## config.mk

```make
export PLATFORM = sky130hd
export DESIGN_NAME = countdown_display_encoder_flat
export DESIGN_NICKNAME = d
export VERILOG_FILES = /design/src/rtl/countdown_display_encoder_if.sv /design/src/rtl/countdown_display_encoder.sv /design/src/flat_wrapper.sv
export SDC_FILE = /design/constraint.sdc
export NUM_CORES = 1
export LEC_CHECK = 0
export BUFFER_PORTS_ARGS = -buffer_cell sky130_fd_sc_hd__buf_2
export CAP_MARGIN = 20
export CORE_UTILIZATION = 51
export CTS_CLUSTER_SIZE = 14
export DETAILED_ROUTE_END_ITERATION = 12
export GPL_TIMING_DRIVEN = 0
export HOLD_SLACK_MARGIN = 0.06
export PLACE_DENSITY = 0.75
export REMOVE_ABC_BUFFERS = 1
export SETUP_SLACK_MARGIN = 0.2
export SLEW_MARGIN = 20
export SYNTH_ARGS = -nofsm -noshare
export SYNTH_HDL_FRONTEND = slang
export SYNTH_SLANG_ARGS = --single-unit
```

## constraint.sdc

```tcl
create_clock -name clock -period 2.8 [get_ports clock]
set_input_delay 0.28 -clock clock [delete_from_list [all_inputs] [get_ports clock]]
set_output_delay 0.28 -clock clock [all_outputs]
set_load 0.05 [all_outputs]
```

## src/rtl/countdown_display_encoder_if.sv

```systemverilog
// Control and display bus between the countdown encoder and its host/display decoder.
// Defining LEADING_ZERO_BLANK_EN adds the blank signal to the display side.
interface countdown_display_encoder_if;
   logic        load;
   logic [15:0] preset;
   logic        start;
   logic        stop;
   logic        tick;
   logic        error;
   logic        clear;
   logic [3:0]  data;
   logic [3:0]  digit_sel;
   logic        running;
   logic        done;
`ifdef LEADING_ZERO_BLANK_EN
   logic        blank;

   modport master (
      output load, preset, start, stop, tick, error, clear,
      input  data, digit_sel, running, done, blank
   );
   modport slave (
      input  load, preset, start, stop, tick, error, clear,
      output data, digit_sel, running, done, blank
   );
`else
   modport master (
      output load, preset, start, stop, tick, error, clear,
      input  data, digit_sel, running, done
   );
   modport slave (
      input  load, preset, start, stop, tick, error, clear,
      output data, digit_sel, running, done
   );
`endif
endinterface

```

## src/rtl/countdown_display_encoder.sv

```systemverilog
// Irrigation countdown timer: 4-digit BCD count, IDLE/RUN/ERROR control and digit scanner.
// Defining LEADING_ZERO_BLANK_EN adds a registered blank output for leading zeros.
module countdown_display_encoder #(
   parameter int unsigned SCAN_DIV = 1000
) (
   input logic                        clock,
   input logic                        reset_n,
   countdown_display_encoder_if.slave bus
);

   localparam int unsigned ScanW = (SCAN_DIV > 2) ? $clog2(SCAN_DIV) : 1;
   localparam logic [ScanW-1:0] ScanLast = ScanW'(SCAN_DIV - 1);

   typedef enum logic [1:0] {StIdle, StRun, StError} state_e;

   state_e           state_q, state_d;
   logic [15:0]      count_q, count_d;
   logic [ScanW-1:0] scan_q, scan_d;
   logic [1:0]       idx_q, idx_d;
   logic [3:0]       data_q, data_d;
   logic [3:0]       sel_q, sel_d;
   logic             running_q;
   logic             done_q, done_d;
`ifdef LEADING_ZERO_BLANK_EN
   logic             blank_q, blank_d;
`endif

   function automatic logic bcd_valid(input logic [15:0] v);
      logic ok;
      ok = 1'b1;
      for (int i = 0; i < 4; i++) begin
         if (v[4*i +: 4] > 4'd9) ok = 1'b0;
      end
      return ok;
   endfunction

   // Decrement with borrow rippling from the least significant digit.
   function automatic logic [15:0] bcd_dec(input logic [15:0] v);
      logic [15:0] r;
      logic        borrow;
      r      = v;
      borrow = 1'b1;
      for (int i = 0; i < 4; i++) begin
         if (borrow) begin
            if (v[4*i +: 4] == 4'd0) begin
               r[4*i +: 4] = 4'd9;
            end else begin
               r[4*i +: 4] = v[4*i +: 4] - 4'd1;
               borrow      = 1'b0;
            end
         end
      end
      return r;
   endfunction

   function automatic logic [3:0] digit_at(input logic [15:0] v, input logic [1:0] idx);
      logic [3:0] d;
      unique case (idx)
         2'd0:    d = v[15:12];
         2'd1:    d = v[11:8];
         2'd2:    d = v[7:4];
         default: d = v[3:0];
      endcase
      return d;
   endfunction

   function automatic logic [3:0] error_char(input logic [1:0] idx);
      logic [3:0] c;
      unique case (idx)
         2'd0:    c = 4'b1011;
         2'd1:    c = 4'b1100;
         2'd2:    c = 4'b1100;
         default: c = 4'b1101;
      endcase
      return c;
   endfunction

   // Commands that have no effect in the current state are ignored and do not
   // mask lower-priority commands.
   always_comb begin
      state_d = state_q;
      count_d = count_q;
      done_d  = 1'b0;
      if (bus.error) begin
         state_d = StError;
      end else begin
         unique case (state_q)
            StIdle: begin
               if (bus.load) begin
                  if (bcd_valid(bus.preset)) begin
                     count_d = bus.preset;
                  end else begin
                     state_d = StError;
                  end
               end else if (bus.start && (count_q != 16'h0000)) begin
                  state_d = StRun;
               end
            end
            StRun: begin
               if (bus.stop) begin
                  state_d = StIdle;
               end else if (bus.tick) begin
                  count_d = bcd_dec(count_q);
                  if (count_d == 16'h0000) begin
                     state_d = StIdle;
                     done_d  = 1'b1;
                  end
               end
            end
            StError: begin
               if (bus.clear) begin
                  state_d = StIdle;
                  count_d = 16'h0000;
               end
            end
            default: begin
               state_d = StIdle;
            end
         endcase
      end
   end

   always_comb begin
      scan_d = scan_q + ScanW'(1);
      idx_d  = idx_q;
      if (scan_q == ScanLast) begin
         scan_d = '0;
         idx_d  = idx_q + 2'd1;
      end
   end

   // Display registers load from next-state values so data and digit_sel always agree.
   always_comb begin
      sel_d  = 4'b1000 >> idx_d;
      data_d = digit_at(count_d, idx_d);
      if (state_d == StError) begin
         data_d = error_char(idx_d);
      end
   end

`ifdef LEADING_ZERO_BLANK_EN
   always_comb begin
      blank_d = 1'b0;
      if (state_d != StError) begin
         unique case (idx_d)
            2'd0:    blank_d = (count_d[15:12] == 4'd0);
            2'd1:    blank_d = (count_d[15:8] == 8'd0);
            2'd2:    blank_d = (count_d[15:4] == 12'd0);
            default: blank_d = 1'b0;
         endcase
      end
   end
`endif

   always_ff @(posedge clock or negedge reset_n) begin
      if (!reset_n) begin
         state_q   <= StIdle;
         count_q   <= 16'h0000;
         scan_q    <= '0;
         idx_q     <= 2'd0;
         data_q    <= 4'b0000;
         sel_q     <= 4'b1000;
         running_q <= 1'b0;
         done_q    <= 1'b0;
      end else begin
         state_q   <= state_d;
         count_q   <= count_d;
         scan_q    <= scan_d;
         idx_q     <= idx_d;
         data_q    <= data_d;
         sel_q     <= sel_d;
         running_q <= (state_d == StRun);
         done_q    <= done_d;
      end
   end

`ifdef LEADING_ZERO_BLANK_EN
   always_ff @(posedge clock or negedge reset_n) begin
      if (!reset_n) begin
         blank_q <= 1'b0;
      end else begin
         blank_q <= blank_d;
      end
   end

   assign bus.blank = blank_q;
`endif

   assign bus.data      = data_q;
   assign bus.digit_sel = sel_q;
   assign bus.running   = running_q;
   assign bus.done      = done_q;

endmodule

```

## src/flat_wrapper.sv

```systemverilog
// flat-port wrapper written by rule: the top's interface ports become plain ports
module countdown_display_encoder_flat 
#(
   parameter int unsigned SCAN_DIV = 1000
)
  (clock, reset_n, bus_load, bus_preset, bus_start, bus_stop, bus_tick, bus_error, bus_clear, bus_data, bus_digit_sel, bus_running, bus_done);
  countdown_display_encoder_if bus_i ();
  input logic clock;
  input logic reset_n;
  input wire logic [$bits(bus_i.load)-1:0] bus_load;
  input wire logic [$bits(bus_i.preset)-1:0] bus_preset;
  input wire logic [$bits(bus_i.start)-1:0] bus_start;
  input wire logic [$bits(bus_i.stop)-1:0] bus_stop;
  input wire logic [$bits(bus_i.tick)-1:0] bus_tick;
  input wire logic [$bits(bus_i.error)-1:0] bus_error;
  input wire logic [$bits(bus_i.clear)-1:0] bus_clear;
  output wire logic [$bits(bus_i.data)-1:0] bus_data;
  output wire logic [$bits(bus_i.digit_sel)-1:0] bus_digit_sel;
  output wire logic [$bits(bus_i.running)-1:0] bus_running;
  output wire logic [$bits(bus_i.done)-1:0] bus_done;
  assign bus_i.load = bus_load;
  assign bus_i.preset = bus_preset;
  assign bus_i.start = bus_start;
  assign bus_i.stop = bus_stop;
  assign bus_i.tick = bus_tick;
  assign bus_i.error = bus_error;
  assign bus_i.clear = bus_clear;
  assign bus_data = bus_i.data;
  assign bus_digit_sel = bus_i.digit_sel;
  assign bus_running = bus_i.running;
  assign bus_done = bus_i.done;
  countdown_display_encoder #(.SCAN_DIV(SCAN_DIV)) u_core (.clock(clock), .reset_n(reset_n), .bus(bus_i));
endmodule
```

# After elaboration in Yosys (flattened, before gate mapping)
# Cells that the tools add are included.
# totals
mem_bits_rw,0
wordCells,109
inputBits,24
mem_bits_ro,0
mem_count,0
output_inout_bits,10
latchBits,0
register_bits,40
# classes
n_addsub,6
n_mux,73
n_div,0
order_cmp,4
reduce_logical,10
bitwise,0
n_mul,0
shift,1
eq_ne,7
# ops
op,n
$mux 16,6
$mux 4,24
$pmux 16 s3,1
$mux 1,29
$mux 2,9
$gt 4x4->1 const B,4
$logic_not 16->1,1
$logic_not 4->1,4
$reduce_bool 16->1,1
$sub 4x1->4 const B,4
$pmux 4 s3,1
$add 10x1->10 const B,1
$eq 10x10->1 const B,1
$mux 10,1
$eq 2x1->1 const B,3
$eq 2x2->1 const B,3
$pmux 2 s3,1
$pmux 3 s2,1
$logic_not 2->1,2
$shr 4x2->4 const A,1
$add 2x1->2 const B,1
$reduce_or 2->1,1
$logic_and 1x1->1,1

# Longest topological paths before layout
# Gate-level depths: netlist of run 1.
# depth
ltp_word,29
depth_mapped,12

# Worst setup path after synthesis of run 1
# Ideal clock, no wire load.
# synth_path
path_type,reg2reg
start,register u_core.scan_q[0]
end,register u_core.data_q[2] (netlist: u_core.bus.data[2])
n_path_buf,0
required_time_ns,2.655
stages_incl_launch_ff,13
setup_ns,0.145
path_slack_ns,0.031
t_arrival_ns,2.624
cell_sequence,dfrtp_1 ha_1 nand2_1 nor3_1 nand2_1 xor2_1 inv_1 ha_1 inv_1 nand2b_1 a31o_2 a2111oi_0 a221oi_1
# synth_between
elab_chain_len,6
word_cells_on_any_way,9
cone_classes,eq/ne (3); mux (4); reduce/logical (2)
# synth_rtl
item,line_no,text
from (decl),countdown_display_encoder.sv:18,"logic [ScanW-1:0] scan_q, scan_d;"
from (signal assigned),countdown_display_encoder.sv:168,scan_q <= scan_d;
$eq 10x10->1 *,countdown_display_encoder.sv:126,if (scan_q == ScanLast) begin
$mux 2 *,countdown_display_encoder.sv:126,
net u_core.idx_d[1],countdown_display_encoder.sv:19,"logic [1:0] idx_q, idx_d;"
$eq 2x1->1 / $eq 2x2->1 (equally long branches),"countdown_display_encoder.sv:58, countdown_display_encoder.sv:69",
$reduce_or 2->1 (no line),-,
$pmux 3 s2,countdown_display_encoder.sv:69,unique case (idx)
$mux 4 *,countdown_display_encoder.sv:136,if (state_d == StError) begin
net u_core.data_d[2],countdown_display_encoder.sv:20,"logic [3:0] data_q, data_d;"
to (signal assigned),countdown_display_encoder.sv:170,data_q <= data_d;
to (decl),countdown_display_encoder.sv:20,
# The timed path passes the listed nets; every way through them passes the cells marked *.

# Final worst setup path of run 1
# layout_path
start,register u_core.count_q[2]
end,register u_core.data_q[3] (netlist: u_core.bus.data[3])
# layout_between
word_cells_on_any_way,54
cone_classes,add/sub (1); eq/ne (1); mux (48); reduce/logical (4)
# layout_rtl
item,line_no,text
from (decl),countdown_display_encoder.sv:17,"logic [15:0] count_q, count_d;"
from (signal assigned),countdown_display_encoder.sv:167,count_q <= count_d;
$logic_not 4->1,countdown_display_encoder.sv:45,if (v[4*i +: 4] == 4'd0) begin
$mux 1,countdown_display_encoder.sv:45,
$mux 1,countdown_display_encoder.sv:102,end else if (bus.tick) begin
$mux 1,countdown_display_encoder.sv:100,if (bus.stop) begin
$mux 1,countdown_display_encoder.sv:87,unique case (state_q)
$mux 1,countdown_display_encoder.sv:84,if (bus.error) begin
$mux 1,countdown_display_encoder.sv:44,if (borrow) begin
$mux 1,countdown_display_encoder.sv:102,
(+13 left out),-,
$mux 16,countdown_display_encoder.sv:102,
$mux 16,countdown_display_encoder.sv:100,
$pmux 16 s3,countdown_display_encoder.sv:87,
$mux 16,countdown_display_encoder.sv:84,
net u_core.count_d[15],countdown_display_encoder.sv:17,
$pmux 4 s3,countdown_display_encoder.sv:58,unique case (idx)
$mux 4,countdown_display_encoder.sv:136,
net u_core.data_d[3],countdown_display_encoder.sv:20,
# The timed path passes the listed nets, and every way through them passes these cells. The select of a mux whose other input is x is not followed.

==> flow_metrics.py, run 1 <==
metrics = {
    "critical_path": {
        "path_cells": "or4_4 > or4_4 > o311ai_2 > o41ai_1 > a221o_1 > a221oi_2 > a22oi_1",
        "cp_slowest_cell": "or4_4",
        "cp_top_family": "simple AND/OR/NAND/NOR gates",
        "rr_startpoint": "u_core.count_q[2]",
        "critPathKind": "register to register",
        "worstSetupEndpointType": "register",
        "ff2ff_setup_slack_ns": 0.13,
        "path_buf_inv": 0,
        "crit_required_ns": 2.97,
        "cpPeakStageDelay_ns": 0.58,
        "cp-start-kind": "register",
        "cp.arrival_ns": 2.84,
        "cp_common_cell": "or4_4",
        "path_max_fanout": 5,
        "r2r_cells": 7,
        "r2r_end": "u_core.bus.data[3]",
    },
    "layout": {
        "nFillCells": 347,
        "n_antenna_cell": 0,
        "area_growth_syn_to_layout_pct": 23.09,
        "num-nets-final": 326,
        "drive_above_1_share_pct": 25.93,
        "fin_cells": 349,
        "final_util_pct": 64.94,
    },
    "timing": {
        "fmax_ghz": 0.3747,
        "rsz0062_at_grt": "true",
        "max_slew_margin_pct": 42.17,
        "hold_violations": 0,
        "timing.setup.tns_ns": 0,
        "hold_slack_ns": 0.08732,
        "skew_ns": 0.01221,
        "setup-violations-final": 0,
        "finalCritPeriodShare_pct": 95.32,
        "period_minus_slack_ns": 2.669,
        "worst_pin_slew_ns": 0.8675,
        "slew_viol_final": 0,
    },
    "floorplanning": {
        "core_area_um2": 4354,
        "fp-row-count": 24,
        "die-area_um2": 4777,
        "start_util_pct": 52.76,
        "num_io_pins": 34,
        "dieHeight_um": 69.12,
        "die_w_um": 69.12,
    },
    "power_and_ir_drop": {
        "leakage_nw": 1.286,
        "power_mw": 1.440,
        "p_per_area_nw_per_um2": 509.4,
        "vdd_drop_max_mv": 0.3934,
    },
    "synthesis": {
        "ys_warn_count": 0,
        "synth_top_family_by_area": "simple AND/OR/NAND/NOR gates",
        "ys_seq_elements": 40,
        "synth-adder-area-share_pct": 3.268,
        "muxShareOfSynthArea_pct": 0,
        "yosys.area_share.simple_pct": 23.47,
        "syn_area_um2": 2297,
        "yosys.area.top_type_share_pct": 42.48,
        "synth.top_cells.by_area": "dfrtp_1 (42%), nor2_1 (4.4%), nand2_1 (3.9%), ha_1 (3.3%), a221o_1 (3.1%)",
        "synth.avg_cell_area_um2": 9.300,
        "synth.yosys.seq_area_share_pct": 43.63,
        "ys_async_sr_fraction_pct": 100.0,
        "syn-instance-count": 247,
        "synth-main-ff-cell": "dfrtp_1",
        "yosysUniqueCellTypes": 56,
        "synth_top_cell_by_area": "dfrtp_1",
        "synth_edf_count": 0,
        "synth_xor_area_share_pct": 4.194,
        "synth_compound_area_share_pct": 22.93,
    },
    "drt": {
        "dr.pass1.iters": 5,
        "avgRoutedWirePerCell_um": 18.49,
        "viasPerCell": 6.292,
        "vias": 2196,
        "finalWirelength_mm": 6.454,
        "drc": 0,
        "drt_iter0_markers": 251,
        "ant_nets": 0,
    },
    "clocking": {
        "clkLatencyLatePin_ns": 0.30,
        "cts_tree": "built",
        "cts_buffer_depth": 2,
        "clkSlewWorstSetupHoldPaths_ns": 0.08,
        "clkSinkCount": 40,
        "cts_inserted_buffers": 5,
        "htreeDepth": 2,
        "cts_root_buffer": "clkbuf_8",
    },
    "global_routing": {
        "antenna_found_initial": 0,
        "track_usage_pct": 28.09,
        "grt-ovfl-total": 0,
        "first_global_vias": 2098,
        "grt_pass1_wl_mm": 10.48,
        "grt_max_degree": 41,
    },
    "placed_design": {
        "port_buffers": 33,
        "post-dp-hpwl_mm": 4.318,
        "dp_cells": 326,
        "place.gp.congestion": 0.9546,
    },
    "hold_path": {
        "min_path_type": "input pin to async pin",
    },
    "flow_run": {
        "maxCapViolations": 0,
    },
    "run_status": {
        "status": "finished clean",
    },
}
[synth_stat cells, types with 4 or more instances]
library cell and count:
nand2_1 24, nand2b_1 5, a21oi_1 12, inv_1 9
ha_1 6, a22oi_1 6, xnor2_1 7, nor3_1 6
clkbuf_1 5, xor2_1 4, nor2_1 27, a221o_1 7
nand4_1 4, a21o_1 4, nand3_1 14, o21ai_0 14
dfrtp_1 39
[cell type report]
cell class / instances / area (um2) / share of cell area [%]
well taps: 52 / 65.06 / 2.301
flip-flops and latches: 40 / 1005 / 35.53
repair buffers: 48 / 277.8 / 9.823
inverters: 9 / 33.78 / 1.195
clock inverters: 2 / 60.06 / 2.124
multi-input cells: 192 / 1314 / 46.46
clock buffers: 6 / 72.57 / 2.566
[stage by stage]
step	setup slack (ns)	area, um2
CTS	0.1545	2740
finish	0.1310	2828
detailed placement	-0.5731	2504
floorplan	0.03064	2273
global route	0.08448	2828
global placement	-0.4479	2504
[what timing repair did]
action	CTS	global route
resized for setup	8	9
hold buffers	0	0
setup buffers	9	6
endpoints found under the setup margin	4	4
pin swaps	6	4
[placed cells by master (no fill, tap or decap), types with 7 or more instances in the layout]
cell,n
o21ai_0,14
a21oi_1,12
nand2_1,23
inv_1,8
nor2_1,27
buf_2,33
nand3_1,14
a221o_1,7
buf_4,15
dfrtp_1,37
[worst register-to-register path: stages, from the launching register on]
cell and delay [ns]:
dfrtp_1 0.39, or4_4 0.58, or4_4 0.54, o311ai_2 0.23
o41ai_1 0.11, a221o_1 0.32, a221oi_2 0.28, a22oi_1 0.10
[sequential cells by signal, summed over array words and instances (netlist names)]
| register | cells |
|---|---|
| u_core.bus.digit_sel | 4 |
| u_core.bus.running | 1 |
| u_core.count_q | 16 |
| u_core.idx_q | 2 |
| u_core.scan_q | 10 |
| u_core.state_q | 2 |
| u_core.bus.done | 1 |
| u_core.bus.data | 4 |
[routing by layer]
metal	up-vias	global-route usage (%)	routed length [um]
met2	102	43.58	3098
met1	1050	39.34	2777
met5	-	0	0
li1	1025	-	-
met4	0	11.11	148
met3	19	4.678	429
[kinds of logic after synthesis]
kind of cell             after synthesis
AND/OR/NAND/NOR                      103
AO/OA/AOI/OAI                         72
flip-flops                            40
buffers and inverters                 15
adder cells (fa/ha/maj)                6
XOR/XNOR                              11
[how the worst max path moves through the flow]
stage | start | end | slack [ns] | depth (start not counted)
finish | u_core.count_q[2] | u_core.bus.data[3] | 0.13 | 7
detailed placement | u_core.scan_q[0] | u_core.bus.data[2] | -0.57 | 12
global route | u_core.count_q[2] | u_core.bus.data[3] | 0.08 | 7
global placement | u_core.scan_q[0] | u_core.bus.data[2] | -0.45 | 12
floorplan | u_core.scan_q[0] | u_core.bus.data[2] | 0.03 | 12
CTS | u_core.count_q[6] | u_core.bus.data[3] | 0.15 | 7
[power breakdown]
part           switching, mW  total (mW)  internal (mW)
clock                  0.210       0.566          0.356
combinational          0.167       0.259         0.0926
sequential            0.0194       0.615          0.595
Note: power is estimated with default switching activity, not from simulation.
==> run 2, diff against run 1 <==
==> constraint.sdc (replaced) <==
create_clock -name clock -period 2.8 [get_ports clock]
set_input_delay 0 -clock clock [delete_from_list [all_inputs] [get_ports clock]]
set_output_delay 0 -clock clock [all_outputs]
set_load 0.05 [all_outputs]
==> flow_metrics.py, run 2 (synthesized netlist as in run 1, its figures left out) <==
metrics = {
    "run_status": {
        "status": "finished clean",
    },
    "hold_path": {
        "whs_endpoint": "u_core.count_q[13]",
        "min_path_type": "input pin to register",
        "min_from": "bus_preset[13]",
        "hold_depth": 3,
    },
    "clocking": {
        "cts_tree": "built",
        "cts_inserted_buffers": 5,
        "clkLatencyLatePin_ns": 0.30,
        "cts_root_buffer": "clkbuf_8",
        "clkSinkCount": 40,
        "cts_buffer_depth": 2,
        "htreeDepth": 2,
        "clkSlewWorstSetupHoldPaths_ns": 0.08,
    },
    "timing": {
        "period_minus_slack_ns": 2.653,
        "finalCritPeriodShare_pct": 94.77,
        "setup-violations-final": 0,
        "rsz0062_at_grt": "true",
        "max_slew_margin_pct": 40.61,
        "hold_slack_ns": 0.08408,
        "hold_violations": 0,
        "slew_viol_final": 0,
        "worst_pin_slew_ns": 0.8908,
        "fmax_ghz": 0.3769,
        "skew_ns": 0.01107,
    },
    "critical_path": {
        "ff2ff_setup_slack_ns": 0.15,
        "path_max_fanout": 8,
        "critPathKind": "register to register",
        "cp-start-kind": "register",
        "worstSetupEndpointType": "register",
        "r2r_cells": 7,
        "cp.arrival_ns": 2.83,
        "crit_required_ns": 2.97,
        "rr_startpoint": "u_core.count_q[0]",
        "r2r_end": "u_core.bus.data[3]",
    },
    "global_routing": {
        "grt_max_degree": 41,
        "grt-ovfl-total": 0,
        "track_usage_pct": 28.72,
        "antenna_found_initial": 0,
        "first_global_vias": 2178,
        "grt_pass1_wl_mm": 10.73,
    },
    "layout": {
        "largest_register_ffs": 16,
        "num-nets-final": 338,
        "nFillCells": 335,
        "layout_common_cells": "dfrtp_1 (37), buf_2 (33), nor2_1 (27)",
        "drive_above_1_share_pct": 24.92,
        "reg_top3": "u_core.count_q x16, u_core.scan_q x10",
        "fin_cells": 361,
        "regMostFlops": "u_core.count_q",
        "area_growth_syn_to_layout_pct": 28.70,
        "n_antenna_cell": 0,
        "final_common_cell": "dfrtp_1",
        "final_util_pct": 67.90,
    },
    "floorplanning": {
        "start_util_pct": 52.76,
        "die_w_um": 69.12,
        "core_area_um2": 4354,
        "fp-row-count": 24,
        "dieHeight_um": 69.12,
        "die-area_um2": 4777,
        "num_io_pins": 34,
    },
    "drt": {
        "avgRoutedWirePerCell_um": 18.36,
        "drt_iter0_markers": 235,
        "vias": 2275,
        "viasPerCell": 6.302,
        "dr.pass1.iters": 5,
        "ant_nets": 0,
        "drc": 0,
        "finalWirelength_mm": 6.629,
    },
    "flow_run": {
        "maxCapViolations": 0,
    },
    "power_and_ir_drop": {
        "leakage_nw": 1.342,
        "p_per_area_nw_per_um2": 492.7,
        "power_mw": 1.457,
        "vdd_drop_max_mv": 0.3994,
    },
    "placed_design": {
        "port_buffers": 33,
        "place.gp.congestion": 0.9546,
        "post-dp-hpwl_mm": 4.318,
        "dp_cells": 326,
    },
}
run 2: cell count changes in the layout (fill, tap and decap cells not counted), sizes merged:
cell,change
dlygate4sd3,+12
run 2: per-layer routing:
| layer | vias to the layer above | track usage, % | part of all wire [%] |
|---|---|---|---|
| met2 | 123 | 43.91 | 47 |
| met5 | - | 0 | 0 |
| met1 | 1083 | 39.92 | 43 |
| li1 | 1044 | - | - |
| met4 | 0 | 13.61 | 3.7 |
| met3 | 25 | 4.678 | 7.1 |
run 2: how the worst max path moves through the flow:
stage          cells after the start              start  slack (ns)                 end
6_report                           7  u_core.count_q[0]        0.15  u_core.bus.data[3]
5_1_grt                            7  u_core.count_q[2]        0.08  u_core.bus.data[3]
4_1_cts                            7  u_core.count_q[6]        0.15  u_core.bus.data[3]
3_5_place_dp                      12   u_core.scan_q[0]       -0.57  u_core.bus.data[2]
3_3_place_gp                      12   u_core.scan_q[0]       -0.45  u_core.bus.data[2]
2_1_floorplan                     12   u_core.scan_q[0]        0.03  u_core.bus.data[2]
run 2: report_power, final:
| group | switching, mW | internal (mW) | total, mW |
|---|---|---|---|
| Clock | 0.211 | 0.356 | 0.568 |
| Sequential | 0.0196 | 0.595 | 0.615 |
| Combinational | 0.170 | 0.104 | 0.274 |
run 2: area by class of cell:
class	instances	area (um2)	share of cell area [%]
sequential	40	1005	33.98
clock inverter	2	60.06	2.031
clock buffer	6	72.57	2.455
inverter	9	33.78	1.143
multi-input combinational	192	1323	44.73
timing repair buffer	60	397.9	13.46
tap	52	65.06	2.201
run 2: critical path, cell delays in order, from the launching register on:
cell      delay (ns)
dfrtp_2         0.48
or4_4           0.48
or4_4           0.54
o311ai_2        0.22
o41ai_1         0.11
a221o_1         0.32
a221oi_2        0.27
a22oi_1         0.10
run 2: metrics by stage:
step | area [um2] | setup slack, ns | setup TNS, ns
after floorplan | 2273 | 0.03064 | 0
after CTS | 2850 | 0.1545 | 0
after global placement | 2504 | -0.4479 | -0.9361
after global routing | 2957 | 0.08149 | 0
final | 2957 | 0.1466 | 0
after detailed placement | 2504 | -0.5731 | -1.428
run 2: timing repair:
action / CTS / global route
buffers inserted: 9 / 6
gates resized for setup: 8 / 10
pin swaps: 6 / 4
hold endpoints to repair: 49 / 1
hold buffers: 11 / 1
endpoints found under the setup margin: 4 / 5
==> run 3, diff against run 2 <==
--- a/config.mk
+++ b/config.mk
@@ -7,12 +7,14 @@
 export LEC_CHECK = 0
 export BUFFER_PORTS_ARGS = -buffer_cell sky130_fd_sc_hd__buf_2
 export CAP_MARGIN = 20
-export CORE_UTILIZATION = 51
+export CELL_PAD_IN_SITES_DETAIL_PLACEMENT = 1
+export CELL_PAD_IN_SITES_GLOBAL_PLACEMENT = 2
+export CORE_UTILIZATION = 32
 export CTS_CLUSTER_SIZE = 14
 export DETAILED_ROUTE_END_ITERATION = 12
 export GPL_TIMING_DRIVEN = 0
 export HOLD_SLACK_MARGIN = 0.06
-export PLACE_DENSITY = 0.75
+export PLACE_DENSITY_LB_ADDON = 0.1
 export REMOVE_ABC_BUFFERS = 1
 export SETUP_SLACK_MARGIN = 0.2
 export SLEW_MARGIN = 20
==> flow_metrics.py, run 3 (synthesized netlist as in run 1, its figures left out) <==
metrics = {
    "run_status": {
        "status": "finished clean",
    },
    "clocking": {
        "htreeDepth": 2,
        "cts_buffer_depth": 2,
        "cts_hold_buf": 10,
        "clkSlewWorstSetupHoldPaths_ns": 0.09,
        "clkSinkCount": 40,
        "cts_root_buffer": "clkbuf_8",
        "clkLatencyLatePin_ns": 0.30,
        "cts_inserted_buffers": 5,
        "cts_tree": "built",
    },
    "critical_path": {
        "path_cells": "or4_4 > or4_4 > o311ai_2 > o41ai_1 > a221o_1 > a221oi_2 > a22oi_1",
        "cp_slowest_cell": "or4_4",
        "cp.arrival_ns": 2.79,
        "worstSetupEndpointType": "register",
        "cp-start-kind": "register",
        "cpPeakStageDelay_ns": 0.53,
        "critPathKind": "register to register",
        "path_max_fanout": 4,
        "crit_required_ns": 2.96,
        "cp_common_cell": "or4_4",
    },
    "drt": {
        "drt_iter0_markers": 114,
        "avgRoutedWirePerCell_um": 18.41,
        "drc": 0,
        "viasPerCell": 5.397,
        "finalWirelength_mm": 7.381,
        "ant_nets": 0,
        "dr.pass1.iters": 4,
        "vias": 2164,
    },
    "global_routing": {
        "first_global_vias": 2173,
        "antenna_found_initial": 0,
        "grt-ovfl-total": 0,
        "track_usage_pct": 20.85,
        "grt_max_degree": 41,
        "grt_pass1_wl_mm": 11.75,
    },
    "timing": {
        "slew_viol_final": 0,
        "fmax_ghz": 0.3805,
        "rsz0062_at_grt": "true",
        "max_slew_margin_pct": 38.92,
        "finalCritPeriodShare_pct": 93.85,
        "worst_pin_slew_ns": 0.9162,
        "hold_violations": 0,
        "setup-violations-final": 0,
        "period_minus_slack_ns": 2.628,
        "skew_ns": 0.01303,
        "setup_ws_ns": 0.1721,
    },
    "placed_design": {
        "place.gp.congestion": 0.8110,
        "place_ws_ns": -0.7867,
        "post-dp-hpwl_mm": 5.330,
        "port_buffers": 33,
    },
    "flow_run": {
        "maxCapViolations": 0,
    },
    "layout": {
        "largest_register_ffs": 16,
        "regArea_um2": 1006,
        "final_util_pct": 42.82,
        "regMostFlops": "u_core.count_q",
        "final_common_cell": "dfrtp_1",
        "layout_common_cells": "dfrtp_1 (36), buf_2 (33), nor2_1 (27)",
        "drive_above_1_share_pct": 26.23,
        "area_growth_syn_to_layout_pct": 28.05,
        "nFillCells": 822,
        "n_antenna_cell": 0,
        "num-nets-final": 334,
        "reg_top3": "u_core.count_q x16, u_core.scan_q x10",
        "multi_input_comb_area_um2": 1334,
    },
    "floorplanning": {
        "core_area_um2": 6869,
        "die-area_um2": 7521,
        "dieHeight_um": 86.73,
        "start_util_pct": 33.44,
        "fp-row-count": 30,
        "num_io_pins": 34,
        "die_w_um": 86.73,
    },
    "hold_path": {
        "min_path_type": "input pin to register",
    },
    "power_and_ir_drop": {
        "vdd_drop_max_mv": 0.1739,
        "power_mw": 1.306,
        "p_per_area_nw_per_um2": 444.1,
        "leakage_nw": 1.310,
    },
}
## run 3: path summary, 6_finish.rpt
| path | startpoint | end | slack [ns] | depth (start not counted) |
|---|---|---|---|---|
| worst max-delay path | u_core.count_q[1] | u_core.bus.data[3] | 0.17 | 7 |
| worst min-delay path | bus_preset[15] | u_core.count_q[15] | 0.06 | 2 |
| worst max register to register | u_core.count_q[1] | u_core.bus.data[3] | 0.17 | 7 |
| worst min register to register | u_core.scan_q[0] | u_core.scan_q[0] | 0.47 | 1 |
| max in group asynchronous | reset_n | u_core.count_q[6] | 1.80 | 2 |
| min in group asynchronous | reset_n | u_core.state_q[1] | 0.35 | 2 |
## run 3: where the power goes
group	leakage, nW	internal (mW)	switching, mW
clock network	0.0412	0.175	0.223
logic	0.750	0.114	0.180
registers	0.519	0.595	0.0202
total	1.31	0.884	0.423
## run 3: timing repair
item / in CTS / in global routing
pin swaps: 4 / 4
setup endpoints to repair: 5 / 4
endpoints found under the hold margin: 48 / 1
gates resized for setup: 11 / 12
buffers inserted: 12 / 1
## run 3: critical path, delay by kind of cell, from the launching register on
| kind | cells | cell delay [ns] |
|---|---|---|
| simple gates | 2 | 1.06 |
| compound gates | 5 | 1.01 |
| flops | 1 | 0.41 |
## run 3: area by class of cell
cell class | instances | share of cell area (%)
tap | 96 | 4.083
timing repair buffer | 56 | 12.34
clock buffer | 6 | 2.467
clock inverter | 2 | 0.4254
multi-input combinational | 192 | 45.34
sequential | 40 | 34.20
inverter | 9 | 1.148
## run 3: metal layers
layer	wire length [um]	track usage, %
met5	0	0
met4	61	4.697
met3	300	3.810
met2	3418	34.05
met1	3600	28.74
## run 3: stage by stage
stage               cell area [um2]  TNS, ns  hold slack, ns  std cells
floorplan                      2273        0         -0.2956        241
global placement               2559   -1.925          0.2035        370
detailed placement             2559   -2.073          0.2068        370
CTS                            2877        0         0.05716        400
global route                   2942        0         0.05235        401
finish                         2942        0         0.05673        401
